$ cat config.mk
export PLATFORM = sky130hd
export DESIGN_NAME = mips_load_store_unit
export DESIGN_NICKNAME = d
export VERILOG_FILES = /design/src/rtl/mips_load_store_unit.sv
export SDC_FILE = /design/constraint.sdc
export NUM_CORES = 1
export LEC_CHECK = 0
export CAP_MARGIN = 5
export CORE_ASPECT_RATIO = 1.1
export CORE_MARGIN = 4
export CORE_UTILIZATION = 42
export DETAILED_ROUTE_END_ITERATION = 8
export DONT_BUFFER_PORTS = 1
export PLACE_DENSITY_LB_ADDON = 0.1
export SETUP_SLACK_MARGIN = 0.05
export SYNTH_ARGS = -nofsm -noshare
export SYNTH_HDL_FRONTEND = slang
export SYNTH_SLANG_ARGS = --single-unit
$ cat constraint.sdc
create_clock -name clk -period 4.56 [get_ports clk]
set_input_delay 0 -clock clk [delete_from_list [all_inputs] [get_ports clk]]
set_output_delay 0 -clock clk [all_outputs]
set_load 0.005 [all_outputs]
$ cat src/rtl/mips_load_store_unit.sv
// Load/store formatting stage between the execute stage and a big-endian, byte-addressed memory.
// One request in flight; misaligned or reserved requests are answered without a memory access.
module mips_load_store_unit (
  input  logic        clk,
  input  logic        reset,
  input  logic        req_valid,
  output logic        req_ready,
  input  logic [3:0]  req_op,
  input  logic [31:0] req_addr,
  input  logic [31:0] req_wdata,
  input  logic [31:0] req_rt_old,
  output logic        resp_valid,
  output logic [31:0] resp_data,
  output logic        resp_error,
  output logic [31:0] mem_address,
  output logic        mem_wr_en,
  output logic        mem_read_en,
  output logic [3:0]  mem_byte_en,
  output logic [31:0] mem_wdata,
  input  logic [31:0] mem_rdata
);

  localparam logic [3:0] OpLb  = 4'd0;
  localparam logic [3:0] OpLbu = 4'd1;
  localparam logic [3:0] OpLh  = 4'd2;
  localparam logic [3:0] OpLhu = 4'd3;
  localparam logic [3:0] OpLw  = 4'd4;
  localparam logic [3:0] OpLwl = 4'd5;
  localparam logic [3:0] OpLwr = 4'd6;
  localparam logic [3:0] OpSb  = 4'd8;
  localparam logic [3:0] OpSh  = 4'd9;
  localparam logic [3:0] OpSw  = 4'd10;
  localparam logic [31:0] AllOnes = 32'hFFFF_FFFF;

  typedef enum logic [1:0] {StIdle, StIssue, StWait, StResp} state_e;

  state_e      state_q, state_d;
  logic [3:0]  op_q, op_d;
  logic [1:0]  k_q, k_d;
  logic [31:0] rt_old_q, rt_old_d;
  logic [31:0] resp_data_q, resp_data_d;
  logic        resp_error_q, resp_error_d;
  logic [31:0] mem_address_q, mem_address_d;
  logic        mem_wr_en_q, mem_wr_en_d;
  logic        mem_read_en_q, mem_read_en_d;
  logic [3:0]  mem_byte_en_q, mem_byte_en_d;
  logic [31:0] mem_wdata_q, mem_wdata_d;

  logic [1:0]  req_k;
  logic        req_err;
  logic        req_is_store;
  logic [4:0]  lsh, rsh;
  logic [7:0]  lane;
  logic [15:0] half;
  logic [31:0] load_result;

  assign req_k        = req_addr[1:0];
  assign req_is_store = (req_op == OpSb) || (req_op == OpSh) || (req_op == OpSw);

  always_comb begin
    req_err = 1'b1;
    case (req_op)
      OpLb, OpLbu, OpLwl, OpLwr, OpSb: req_err = 1'b0;
      OpLh, OpLhu, OpSh:               req_err = req_k[0];
      OpLw, OpSw:                      req_err = |req_k;
      default:                         req_err = 1'b1;
    endcase
  end

  // Lane k sits at bit offset 8*(3-k) in the big-endian word.
  assign lsh  = {k_q, 3'b000};
  assign rsh  = {~k_q, 3'b000};
  assign lane = mem_rdata[rsh +: 8];
  assign half = k_q[1] ? mem_rdata[15:0] : mem_rdata[31:16];

  always_comb begin
    load_result = 32'h0;
    case (op_q)
      OpLb:    load_result = {{24{lane[7]}}, lane};
      OpLbu:   load_result = {24'h0, lane};
      OpLh:    load_result = {{16{half[15]}}, half};
      OpLhu:   load_result = {16'h0, half};
      OpLw:    load_result = mem_rdata;
      OpLwl:   load_result = (mem_rdata << lsh) | (rt_old_q & ~(AllOnes << lsh));
      OpLwr:   load_result = (mem_rdata >> rsh) | (rt_old_q & ~(AllOnes >> rsh));
      default: load_result = 32'h0;
    endcase
  end

  always_comb begin
    state_d       = state_q;
    op_d          = op_q;
    k_d           = k_q;
    rt_old_d      = rt_old_q;
    resp_data_d   = resp_data_q;
    resp_error_d  = resp_error_q;
    mem_address_d = mem_address_q;
    mem_byte_en_d = mem_byte_en_q;
    mem_wdata_d   = mem_wdata_q;
    mem_wr_en_d   = 1'b0;
    mem_read_en_d = 1'b0;

    unique case (state_q)
      StIdle: begin
        if (req_valid) begin
          op_d        = req_op;
          k_d         = req_k;
          rt_old_d    = req_rt_old;
          resp_data_d = 32'h0;
          if (req_err) begin
            resp_error_d = 1'b1;
            state_d      = StResp;
          end else begin
            resp_error_d  = 1'b0;
            state_d       = StIssue;
            mem_address_d = {req_addr[31:2], 2'b00};
            mem_wr_en_d   = req_is_store;
            mem_read_en_d = ~req_is_store;
            mem_byte_en_d = 4'b1111;
            mem_wdata_d   = 32'h0;
            case (req_op)
              OpSb: begin
                mem_byte_en_d = 4'b1000 >> req_k;
                mem_wdata_d   = {4{req_wdata[7:0]}};
              end
              OpSh: begin
                mem_byte_en_d = req_k[1] ? 4'b0011 : 4'b1100;
                mem_wdata_d   = {2{req_wdata[15:0]}};
              end
              OpSw:    mem_wdata_d = req_wdata;
              default: mem_wdata_d = 32'h0;
            endcase
          end
        end
      end
      // Only legal opcodes reach here, and bit 3 separates stores from loads.
      StIssue: state_d = op_q[3] ? StResp : StWait;
      StWait: begin
        resp_data_d = load_result;
        state_d     = StResp;
      end
      StResp: state_d = StIdle;
    endcase
  end

  always_ff @(posedge clk) begin
    if (reset) begin
      state_q       <= StIdle;
      op_q          <= 4'h0;
      k_q           <= 2'h0;
      rt_old_q      <= 32'h0;
      resp_data_q   <= 32'h0;
      resp_error_q  <= 1'b0;
      mem_address_q <= 32'h0;
      mem_wr_en_q   <= 1'b0;
      mem_read_en_q <= 1'b0;
      mem_byte_en_q <= 4'h0;
      mem_wdata_q   <= 32'h0;
    end else begin
      state_q       <= state_d;
      op_q          <= op_d;
      k_q           <= k_d;
      rt_old_q      <= rt_old_d;
      resp_data_q   <= resp_data_d;
      resp_error_q  <= resp_error_d;
      mem_address_q <= mem_address_d;
      mem_wr_en_q   <= mem_wr_en_d;
      mem_read_en_q <= mem_read_en_d;
      mem_byte_en_q <= mem_byte_en_d;
      mem_wdata_q   <= mem_wdata_d;
    end
  end

  assign req_ready   = (state_q == StIdle);
  assign resp_valid  = (state_q == StResp);
  assign resp_data   = resp_data_q;
  assign resp_error  = resp_error_q;
  assign mem_address = mem_address_q;
  assign mem_wr_en   = mem_wr_en_q;
  assign mem_read_en = mem_read_en_q;
  assign mem_byte_en = mem_byte_en_q;
  assign mem_wdata   = mem_wdata_q;

endmodule

== Word-level counts from Yosys, hierarchy flattened ==
Cells that the tools add are included.
Operators by class
  reduce and logical (&&, ||, !) cells: 14
  eq/ne operators: 19
  shift-type cells: 6
  bitwise logic cells: 11
  multiplexer cells: 13
Operators with widths (count)
  32-bit case mux with 7 select lines: 1
  32-bit case mux with 3 select lines: 1
  32-bit bitwise AND: 2
  32-bit NOT: 2
  32-bit bitwise OR: 2
  32-bit case mux with 2 select lines: 1
  32-bit two-way mux: 1
  32-bit by 6-bit variable part select with 8-bit output: 1
  32-bit by 5-bit left shift with 32-bit output: 1
  32-bit by 5-bit left shift with 32-bit output, first input constant: 1
  32-bit by 5-bit right shift with 32-bit output: 1
  32-bit by 5-bit right shift with 32-bit output, first input constant: 1
  4-bit by 3-bit == test with 1-bit output, second input constant: 6
  4-bit by 2-bit == test with 1-bit output, second input constant: 4
  16-bit two-way mux: 1
  4-bit == test, second input constant: 3
  4-bit by 1-bit == test with 1-bit output, second input constant: 2
  4-bit zero test: 2
  2-bit case mux with 4 select lines: 1
  4-bit case mux with 2 select lines: 1
  5-bit OR reduction: 1
  2-bit == test, second input constant: 2
  2-bit two-way mux: 2
  4-bit two-way mux: 1
  other kinds (15): 22
Word-level totals
  input bits: 135
  output and inout port bits: 105
  word-level logic and storage cells: 74
  register bits after elaboration: 141

== Logic depth before layout (Yosys ltp) ==
  word-level depth: 7
  gate-level depth with buffers: 9
  depth with buffers taken out: 6

== Least setup slack after synthesis ==
No wires, ideal clock.
  path kind: reg-to-reg
  start point: reg state_q[0]
  end point: reg resp_data_q[0] (netlist: resp_data[0])
  path slack: 2.631 ns
  data arrival time: 1.869 ns
  period minus slack after synthesis: 1.929 ns
  cell stages (with the launch flop): 9
  data required time: 4.501 ns
  setup time: 0.059 ns
  path through: dfxtp_1 -> inv_1 -> ha_1 -> buf_2 -> mux2i_1 -> and2_1 -> buf_2 -> clkbuf_1 -> a22o_1
On the way
  cells in the longest elaborated chain, start to end: 3
RTL lines
  from (decl): line 37  | state_e state_q, state_d;
  from (signal assigned): line 148  | state_q <= StIdle;
  from (signal assigned): line 160  | state_q <= state_d;
  2-bit zero test *
  named net req_ready: line 7  | output logic req_ready,
  2-bit != test (no line) or 2-bit nonzero test (tied branches)
  2-bit AND reduction (no line)
  to (signal assigned): line 164  | resp_data_q <= resp_data_d;
  to (decl): line 41  | logic [31:0] resp_data_q, resp_data_d;
Mark *: on every way through the listed nets, which the timed path passes. The rest lies on a longest branch.
A chain may end at the register's enable or synchronous reset.

== Worst setup path after layout ==
  start point: reg k_q[0]
  end point: reg resp_data_q[4] (netlist: resp_data[4])
On the way
  cells in the longest elaborated chain, start to end: 7
RTL lines
  from (decl): line 39  | logic [1:0] k_q, k_d;
  from (signal assigned): line 162  | k_q <= k_d;
  2-bit NOT: line 72  | assign rsh = {~k_q, 3'b000};
  32-bit by 5-bit right shift with 32-bit output: line 85  | OpLwr: load_result = (mem_rdata >> rsh) | (rt_old_q & ~(AllOnes >> rsh));
  32-bit NOT: line 85
  32-bit bitwise AND: line 85
  32-bit bitwise OR: line 85
  32-bit case mux with 7 select lines *: line 78  | case (op_q)
  32-bit case mux with 2 select lines *: line 103  | unique case (state_q)
Every way passes the cells marked *; elsewhere a longest branch is shown, timed or not.

==> metrics.yaml <==
status:
  status: "finished, final reports clean"
hold_path:
  hold_start: "mem_rdata[7]"
  min_to: "resp_data[7]"
  hold_depth: 3
  min_path_type: "in2reg"
critical_path:
  slowest_stage: "dfxtp_2"
  rrSetupSlack_ns: 1.51
  crit_buf_inv: 2
  reg2reg_from: "k_q[0]"
  crit_family: "buffers and inverters"
  crit_chain: "buf_4, mux4_2, o211ai_1, o211ai_1, dlygate4sd3_1, a22o_1"
  worstPathRequired_ns: 4.88
  startpoint_type: "flop"
  worstSetupPathType: "reg2reg"
  crit_path_end_kind: "flop"
  path_common_cell: "o211ai_1"
  worstPathArrival_ns: 3.38
  crit_fanout: 44
  worst_r2r_endpoint: "resp_data[4]"
  max_stage_delay_ns: 0.71
  ff2ff_path_depth: 6
floorplanning:
  die_area_sq_um: 21400
  chipWidth_um: 140
  pin_count: 240
  start_util_pct: 43.1
  die_h_um: 153
  num_rows: 52
  core_sq_um: 18600
drt:
  drt-pass1-iter-count: 5
  ant_nets: 0
  wirelength_mm: 28.5
  drtIter0Drc: 560
  wl_per_cell_um: 22.4
  post-route-drc-count: 0
  vias: 7562
  via_per_inst: 5.93
clock_tree:
  cts_setup_buffers: 0
  hold_buffers: 147
  cts_tree: "built"
  cts_resized: 0
  clk_latency_ns: 0.42
  path_clk_slew_ns: 0.07
  clockBufferDepth: 2
  clockRootBuffer: "clkbuf_16"
  clock_sinks: 141
  htree_levels: 4
  cts_inserted_buffers: 17
logic_synthesis:
  synth_edf_count: 0
  synth_area_sq_um: 8020
  synth-warning-count: 0
  synth-async-reset-ratio_pct: 0
  syn_avg_cell_area_sq_um: 8.63
  synth-seq-area-share_pct: 35.2
  syn_inst: 929
  synth_area_leaders: "dfxtp_1 (35%), mux2i_1 (14%), nand2_1 (9.9%)"
  ys.flop_type: "dfxtp_1"
  ys_seq_elements: 141
  synth_cell_types: 62
  synth_area_leader_cell: "dfxtp_1"
  yosysMostFrequentCell: "nand2_1"
  synth_common_cells: "nand2_1 (212), dfxtp_1 (141), mux2i_1 (114), a21oi_1 (74), clkbuf_1 (42)"
  synth_top_area_share_pct: 35.2
sta:
  fmax_mhz: 327
  rsz0062_at_grt: "false"
  setup_violations: 0
  skew_ns: 0.00857
  hold_viol_final: 0
  finalCritPeriodShare_pct: 67.0
  slew_headroom_pct: 20.2
  worst_slew_pin_slew_ns: 1.18
  tns_ns: 0
  drv_slew: 0
  whs_ns: 0.00583
  period_needed_ns: 3.05
global_route:
  antenna_found_initial: 0
  overflow: 0
  grt_max_degree: 105
  grtUsageTotal_pct: 25.9
  grt_pass1_vias: 7596
  grt_first_pass_wirelength_mm: 44.2
final_layout:
  syn_to_final_growth_pct: 26.2
  final_area_sq_um: 10100
  regArea_sq_um: 2830
  nFillCells: 1754
  drive_gt1_share_pct: 9.40
  diodes: 0
  finalNonFillerCells: 1275
  multi_input_area_sq_um: 4780
  nNetsFinal: 1158
power_and_ir_drop:
  pwr-share-comb_pct: 29.0
  leakagePower_uw: 0.00379
  swShare_pct: 35.3
  power_frac_clock_pct: 33.8
  p_int_uw: 2710
  irDropWorstVdd_v: 0.000274
  powerDensity_nw_per_um2: 415
  p_seq_share_pct: 37.2
  p_sw_uw: 1480
place:
  place_congestion: 0.900
  place_area_sq_um: 8030
  dp_cells: 1096
  hpwl_mm: 18.7
  port_buffers: 0
job:
  drv_cap: 0
[flip-flops by register name, indices dropped and copies added, names as in the netlist]
register	flops
state_q	2
resp_error	1
mem_read_en	1
mem_address	30
mem_byte_en	4
rt_old_q	32
mem_wdata	32
mem_wr_en	1
op_q	4
resp_data	32
k_q	2
[cells by family (layout without fill, tap and decap cells)]
| logic type | after synthesis | after routing | synth area share (%) |
|---|---|---|---|
| AOI/OAI and AO/OA | 229 | 229 | 18.8 |
| adders and majority gates | 4 | 4 | 0.624 |
| buffers and inverters | 96 | 198 | 5.74 |
| DFF | 141 | 141 | 35.2 |
| muxes | 150 | 150 | 21.7 |
| other | 1 | 2 | 0.0468 |
| and+or+nand+nor | 308 | 308 | 17.9 |
[cell usage in the layout (no fill, tap or decap), types with 8 or more instances in the layout]
cell type,netlist,routed
nand2_1,212,212
dlygate4sd3_1,0,145
dfxtp_1,141,139
mux2i_1,114,114
a21oi_1,74,74
o21ai_0,37,37
a22o_1,22,22
nand3b_1,19,19
mux4_2,17,17
clkbuf_16,0,17
mux2_1,15,15
nor2_1,15,15
o22ai_1,15,15
o211ai_1,12,12
buf_4,6,12
nor2b_1,11,11
a211oi_1,10,10
a21boi_0,9,9
and3_1,9,9
a211o_1,9,9
nor2_2,8,8
or2_2,8,8
[power groups by stage]
stage          logic, uW  registers (uW)  clock network [uW]
2_1_floorplan        904            1490                   0
3_3_place_gp        1010            1580                   0
3_5_place_dp        1040            1580                   0
4_1_cts             1210            1560                1440
5_1_grt             1330            1580                1510
6_report            1220            1560                1420
[area by class of cell]
cell class	count	area share (%)
sequential	141	27.9
clock inverter	15	1.69
timing repair buffer	159	15.6
multi-input combinational	693	47.3
clock buffer	17	4.21
tap	243	3.01
inverter	7	0.260
[stage by stage]
step / worst slack (ns) / util (%) / power, uW
finish: 1.51 / 54.4 / 4190
global route: 1.31 / 54.4 / 4420
CTS: 1.52 / 54.4 / 4210
detailed placement: 1.93 / 43.1 / 2620
global placement: 2.01 / 43.1 / 2590
floorplan: 2.63 / - / 2390
[tightest hold or removal path, cell delays in order]
cell and delay, ns:
mux2_1 0.10, nand2_1 0.05, a221oi_1 0.21
[worst max path at each step]
stage               start              to  slack, ns  depth (start not counted)
2_1_floorplan  state_q[0]    resp_data[0]       2.63                          8
3_5_place_dp   state_q[0]  mem_byte_en[0]       1.93                          6
6_report           k_q[0]    resp_data[4]       1.51                          6
4_1_cts            k_q[0]    resp_data[2]       1.52                          6
5_1_grt            k_q[0]    resp_data[2]       1.31                          6
3_3_place_gp   state_q[0]  mem_byte_en[0]       2.01                          6
[routing by layer]
layer	GRT usage [%]	share of wire, %	vias to the layer above
met5	0	0	-
met4	9.32	3.1	0
met3	8.44	9.7	63
met2	42.9	48	349
met1	31.4	39	3624
li1	-	-	3526
No activity file was read; power rests on OpenSTA's default activity.
